<file path="config.mk">
export PLATFORM = sky130hd
export DESIGN_NAME = seven_segment_controller_flat
export DESIGN_NICKNAME = d
export VERILOG_FILES = /design/src/rtl/seven_seg_pkg.sv /design/src/rtl/seven_segment_controller_if.sv /design/src/rtl/bin_to_seven_seg.sv /design/src/rtl/seven_segment_controller.sv /design/src/flat_wrapper.sv
export SDC_FILE = /design/constraint.sdc
export NUM_CORES = 1
export LEC_CHECK = 0
export ABC_AREA = 1
export CORE_MARGIN = 3
export CORE_UTILIZATION = 56
export CTS_CLUSTER_DIAMETER = 40
export DETAILED_ROUTE_END_ITERATION = 7
export PLACE_DENSITY = 0.83
export SLEW_MARGIN = 0
export SYNTH_ARGS = -nofsm -noshare
export SYNTH_HDL_FRONTEND = slang
export SYNTH_SLANG_ARGS = --single-unit
</file>
<file path="constraint.sdc">
create_clock -name clk_in -period 3.65 [get_ports clk_in]
set_clock_uncertainty 0.15 [all_clocks]
set_input_delay 0.365 -clock clk_in [delete_from_list [all_inputs] [get_ports clk_in]]
set_output_delay 0.365 -clock clk_in [all_outputs]
set_load 0.01 [all_outputs]
</file>
<file path="src/rtl/seven_seg_pkg.sv">
// Shared constants, FSM state type and digit helpers for the seven-segment controller.
package seven_seg_pkg;

    localparam int NUM_DIGITS = 8;
    localparam logic [6:0] CAT_OFF = 7'h7F;
    localparam logic [7:0] AN_OFF  = 8'hFF;

    typedef enum logic {
        BLANK = 1'b0,
        SHOW  = 1'b1
    } seg_state_e;

    // Index of the most significant nonzero nibble; 0 when the whole value is zero.
    function automatic logic [2:0] top_nonzero_digit(input logic [31:0] value);
        logic [2:0] top;
        top = 3'd0;
        for (int k = 0; k < NUM_DIGITS; k++) begin
            if (value[k*4 +: 4] != 4'd0) begin
                top = 3'(k);
            end
        end
        return top;
    endfunction

endpackage

</file>
<file path="src/rtl/seven_segment_controller_if.sv">
// Host-side value load and display-side drive signals of the seven-segment controller.
interface seven_segment_controller_if;

    logic [31:0] val_in;
    logic        valid_in;
    logic [6:0]  cat_out;
    logic [7:0]  an_out;
    logic        frame_out;

    modport master (
        output val_in,
        output valid_in,
        input  cat_out,
        input  an_out,
        input  frame_out
    );

    modport slave (
        input  val_in,
        input  valid_in,
        output cat_out,
        output an_out,
        output frame_out
    );

endinterface

</file>
<file path="src/rtl/bin_to_seven_seg.sv">
// Hex nibble to active-high segment pattern; bit0 is segment a, bit6 is segment g.
module bin_to_seven_seg (
    input  logic [3:0] bin,
    output logic [6:0] seg
);

    // Combinational hex decode table.
    always_comb begin
        seg = 7'h00;
        case (bin)
            4'h0:    seg = 7'h3F;
            4'h1:    seg = 7'h06;
            4'h2:    seg = 7'h5B;
            4'h3:    seg = 7'h4F;
            4'h4:    seg = 7'h66;
            4'h5:    seg = 7'h6D;
            4'h6:    seg = 7'h7D;
            4'h7:    seg = 7'h07;
            4'h8:    seg = 7'h7F;
            4'h9:    seg = 7'h6F;
            4'hA:    seg = 7'h77;
            4'hB:    seg = 7'h7C;
            4'hC:    seg = 7'h39;
            4'hD:    seg = 7'h5E;
            4'hE:    seg = 7'h79;
            4'hF:    seg = 7'h71;
            default: seg = 7'h00;
        endcase
    end

endmodule

</file>
<file path="src/rtl/seven_segment_controller.sv">
// Eight-digit multiplexed seven-segment driver with frame-aligned value commit.
// Optional build macro LEADING_ZERO_BLANK_EN turns off leading-zero digits.
module seven_segment_controller
    import seven_seg_pkg::*;
#(
    parameter int COUNT_PERIOD = 100000,
    parameter int BLANK_CYCLES = 16
) (
    input  logic                        clk_in,
    input  logic                        rst_in,
    seven_segment_controller_if.slave   bus
);

    localparam int CNT_W = $clog2(COUNT_PERIOD);

    logic [CNT_W-1:0] cnt_r;
    logic [CNT_W-1:0] cnt_next_s;
    logic [2:0]       idx_r;
    logic [2:0]       idx_next_s;
    logic             slot_wrap_s;
    logic             frame_wrap_s;
    seg_state_e       state_r;
    seg_state_e       state_next_s;
    logic [31:0]      pending_r;
    logic [31:0]      display_r;
    logic [3:0]       nibble_s;
    logic [6:0]       seg_s;
    logic             lit_s;
    logic [6:0]       cat_r;
    logic [6:0]       cat_next_s;
    logic [7:0]       an_r;
    logic [7:0]       an_next_s;
    logic             frame_r;

    // Slot counter and digit index advance; a frame ends when digit 7's slot wraps.
    always_comb begin
        slot_wrap_s  = (cnt_r == CNT_W'(COUNT_PERIOD - 1));
        frame_wrap_s = slot_wrap_s && (idx_r == 3'd7);
        if (slot_wrap_s) begin
            cnt_next_s = '0;
            idx_next_s = idx_r + 3'd1;
        end else begin
            cnt_next_s = cnt_r + CNT_W'(1);
            idx_next_s = idx_r;
        end
    end

    // Next-state logic: each slot opens in BLANK and moves to SHOW once blanking is over.
    always_comb begin
        state_next_s = state_r;
        case (state_r)
            BLANK: begin
                if (cnt_next_s >= CNT_W'(BLANK_CYCLES)) begin
                    state_next_s = SHOW;
                end else begin
                    state_next_s = BLANK;
                end
            end
            SHOW: begin
                if (slot_wrap_s) begin
                    state_next_s = BLANK;
                end else begin
                    state_next_s = SHOW;
                end
            end
            default: state_next_s = BLANK;
        endcase
    end

    // Outputs are computed for the upcoming index so anode and pattern switch together.
    assign nibble_s = display_r[{idx_next_s, 2'b00} +: 4];

    bin_to_seven_seg u_dec (
        .bin (nibble_s),
        .seg (seg_s)
    );

`ifdef LEADING_ZERO_BLANK_EN
    // Digit 0 always qualifies because the top-digit index is never below 0.
    always_comb begin
        lit_s = (idx_next_s <= top_nonzero_digit(display_r));
    end
`else
    assign lit_s = 1'b1;
`endif

    // Anode and cathode drive for the upcoming cycle.
    always_comb begin
        an_next_s  = AN_OFF;
        cat_next_s = CAT_OFF;
        case (state_next_s)
            BLANK: begin
                an_next_s  = AN_OFF;
                cat_next_s = CAT_OFF;
            end
            SHOW: begin
                if (lit_s) begin
                    an_next_s  = ~(8'd1 << idx_next_s);
                    cat_next_s = ~seg_s;
                end else begin
                    an_next_s  = AN_OFF;
                    cat_next_s = CAT_OFF;
                end
            end
            default: begin
                an_next_s  = AN_OFF;
                cat_next_s = CAT_OFF;
            end
        endcase
    end

    // FSM state register.
    always_ff @(posedge clk_in) begin
        if (rst_in) begin
            state_r <= BLANK;
        end else begin
            state_r <= state_next_s;
        end
    end

    // Datapath registers: counters, value staging and registered outputs.
    always_ff @(posedge clk_in) begin
        if (rst_in) begin
            cnt_r     <= '0;
            idx_r     <= 3'd0;
            pending_r <= 32'd0;
            display_r <= 32'd0;
            an_r      <= AN_OFF;
            cat_r     <= CAT_OFF;
            frame_r   <= 1'b0;
        end else begin
            cnt_r   <= cnt_next_s;
            idx_r   <= idx_next_s;
            an_r    <= an_next_s;
            cat_r   <= cat_next_s;
            frame_r <= frame_wrap_s;
            if (bus.valid_in) begin
                pending_r <= bus.val_in;
            end
            // Commit sees the pre-edge pending, so a same-edge load waits a frame.
            if (frame_wrap_s) begin
                display_r <= pending_r;
            end
        end
    end

    assign bus.cat_out   = cat_r;
    assign bus.an_out    = an_r;
    assign bus.frame_out = frame_r;

endmodule

</file>
<file path="src/flat_wrapper.sv">
// flat-port wrapper written by rule: the top's interface ports become plain ports
module seven_segment_controller_flat import seven_seg_pkg::*;
#(
    parameter int COUNT_PERIOD = 100000,
    parameter int BLANK_CYCLES = 16
)
  (clk_in, rst_in, bus_val_in, bus_valid_in, bus_cat_out, bus_an_out, bus_frame_out);
  seven_segment_controller_if bus_i ();
  input  logic clk_in;
  input  logic rst_in;
  input wire logic [$bits(bus_i.val_in)-1:0] bus_val_in;
  input wire logic [$bits(bus_i.valid_in)-1:0] bus_valid_in;
  output wire logic [$bits(bus_i.cat_out)-1:0] bus_cat_out;
  output wire logic [$bits(bus_i.an_out)-1:0] bus_an_out;
  output wire logic [$bits(bus_i.frame_out)-1:0] bus_frame_out;
  assign bus_i.val_in = bus_val_in;
  assign bus_i.valid_in = bus_valid_in;
  assign bus_cat_out = bus_i.cat_out;
  assign bus_an_out = bus_i.an_out;
  assign bus_frame_out = bus_i.frame_out;
  seven_segment_controller #(.COUNT_PERIOD(COUNT_PERIOD), .BLANK_CYCLES(BLANK_CYCLES)) u_core (.clk_in(clk_in), .rst_in(rst_in), .bus(bus_i));
endmodule
</file>
==> metrics.yaml <==
yosysTopAreaCellShare_pct: 44.4
r2r_start: "u_core.cnt_r[0]"
maxCapViolations: 0
tightest_slew_ps: 889
dp_slack_ps: 703
std_cell_rows: 32
critPathTopFamily: "simple AND/OR/NAND/NOR gates"
powerDensity_mw_per_mm2: 365
syn_inst: 643
place_congestion: 0.890
layout-drive-gt1-share_pct: 7.13
clk_latency_ps: 370
hold_buffers: 0
grt-ovfl-total: 0
h-tree-depth: 3
worst_ep_required_time_ps: 3730
status: "finished clean"
ios: 51
cp-end-kind: "register"
rsz0062_at_grt: "false"
totalWireLength_um: 9570
total_leakage_power_nw: 2.21
ctsResizeCount: 0
synth_edf_count: 0
first_pass_iters: 5
max_freq_mhz: 333
cpMostUsedCell: "nand3_1"
final-setup-viol-count: 0
grt_pass1_wl_um: 15900
syn_avg_cell_area_um2: 7.08
area_growth_pct: 16.0
ir_worst_vdd_uv: 272
core_area_mm2: 0.00781
port_buffers: 50
syn-cell-area_mm2: 0.00455
clkTransAtPathRegs_ps: 110
synthFlopType: "dfxtp_1"
regToRegEndpoint: "u_core.bus.cat_out[3]"
worstSetupEndpoint: "u_core.bus.cat_out[3]"
drtIter0Drc: 192
cpPeakStageDelay_ps: 390
die_h_um: 96.1
ys_ff_latch: 101
grt_max_degree: 66
antenna_found_initial: 0
start_util_pct: 58.3
wl_per_cell_um: 12.1
startpoint: "u_core.cnt_r[0]"
via_count: 4040
total_power_mw: 1.93
avgViaCountPerCell: 5.12
detail-route-antenna-nets: 0
clkSinkCount: 101
final_core_util_pct: 67.6
yosys_warnings: 0
yosys-top-cells-area: "dfxtp_1 (44%), nor2_1 (12%), nand2_1 (10%)"
crit_path_top_delay_cell: "dfxtp_1"
rrSetupSlack_ps: 650
post-cts-setup-buffers: 0
drc: 0
path_class: "reg2reg"
cp_max_fo: 12
crit_buf_inv: 5
post-route-period-util_pct: 82.2
grt_pass1_vias: 3736
fin_cells: 789
period_needed_ps: 3000
fin_tns_setup_ps: 0
grtUsageTotal_pct: 21.7
fillers: 668
hpwl_um: 7000
arrival_ps: 3080
dpl.cell_count: 773
cp.depth: 17
cts_buffers: 9
slew_violations: 0
cts_root_buffer: "clkbuf_8"
die_x_um: 96.1
die_area_mm2: 0.00924
worst_slack_ps: 650
synth.yosys.seq_area_share_pct: 44.4
synthArstFlopShare_pct: 0
cts_tree: "done"
rr_worst_depth: 17
start_kind: "register"
path_cells: "ha_1 -> nand3_1 -> inv_2 -> nand2_2 -> inv_2 -> nand2_1 -> nand2_1 -> inv_2 -> nand2_1 -> nand3_1 -> nand2_1 -> inv_1 -> ha_1 -> inv_1 -> nand3_1 -> nand3_1 -> nand3_1"
ys_types: 31
hold_violations: 0
nets: 726
slew_headroom_pct: 40.6
clockBufferDepth: 2
hp-class: "reg2reg"
synth_nets: 687
n_antenna_cell: 0
yosys.area.top_type: "dfxtp_1"
area by class of cell:
class                   instances  area (µm²)  area share [%]
well taps                     102         128            2.42
clock buffers                   9         124            2.35
multi-input cells             457        2180            41.4
repair buffers                 54         531            10.0
clock inverters                 7        68.8            1.30
inverters                      59         221            4.20
flip-flops and latches        101        2020            38.3
tightest hold or removal path: cells and delay by family (launching register included):
kind / cells / cell delay [ps]
AOI/OAI and AO/OA: 1 / 60
buffers and inverters: 1 / 60
DFF: 1 / 310
synthesized netlist by cell type (2+ instances only):
cell type,count
a21oi_1,20
buf_1,2
buf_4,2
buf_6,2
clkbuf_1,19
dfxtp_1,101
ha_1,9
inv_1,53
inv_2,6
nand2_1,125
nand2_2,8
nand2_4,3
nand3_1,43
nand3_4,5
nand3b_1,3
nand4_1,2
nor2_1,144
nor2_4,2
nor3_1,7
o21ai_0,69
o21ai_2,3
xor2_1,6
stage by stage:
stage | hold slack (ps) | area, µm²
final | 321 | 5280
after CTS | 320 | 5280
after floorplan | 275 | 4550
after detailed placement | 306 | 5090
after global placement | 295 | 5090
after global routing | 352 | 5280
power breakdown:
group | switching, mW | internal, mW | leakage (nW)
sequential | 0.0126 | 1.13 | 0.823
clock | 0.415 | 0.264 | 0.0960
combinational | 0.0514 | 0.0541 | 1.29
layer usage:
layer  vias to the layer above  wire length, µm  share of wire (%)  GRT usage, %
li1                       2106                -                  -             -
met1                      1801             4370                 46          26.2
met2                       107             4480                 47          36.2
met3                        26              461                4.8          5.00
met4                         0              253                2.6          10.1
met5                         -                0                  0             0
worst min-delay path by stage:
stage,start,endpoint,slack (ps),cells after the start
2_1_floorplan,u_core.display_r[24],u_core.display_r[24],270,2
3_3_place_gp,u_core.cnt_r[0],u_core.cnt_r[0],290,1
3_5_place_dp,u_core.display_r[21],u_core.display_r[21],310,2
4_1_cts,u_core.display_r[21],u_core.display_r[21],320,2
5_1_grt,u_core.display_r[2],u_core.display_r[2],350,2
6_report,u_core.display_r[9],u_core.display_r[9],320,2
state kept, by name (all words and copies together) (netlist names):
register and flops:
u_core.display_r 32, u_core.pending_r 32, u_core.cnt_r 17, u_core.bus.an_out 8, u_core.bus.cat_out 7, u_core.idx_r 3
u_core.bus.frame_out 1, u_core.state_r 1
cell usage in the layout, fill, tap and decap left out, types with 8 or more instances in the layout:
cell type,Yosys,final
inv_1,53,53
clkbuf_8,0,9
nand3_1,43,43
dfxtp_1,101,101
nor2_1,144,144
nand2_2,8,8
clkdlybuf4s50_1,0,50
a21oi_1,20,20
nand2_1,125,125
o21ai_0,69,69
ha_1,9,9
kinds of logic after synthesis:
family / count (synthesis) / share of synthesized area [%]
simple gates: 347 / 33.5
flops: 101 / 44.4
compound gates: 94 / 10.7
buf+inv: 85 / 7.54
fa+ha+maj: 9 / 2.48
xor+xnor: 7 / 1.35
(Power assumes the default switching activity.)
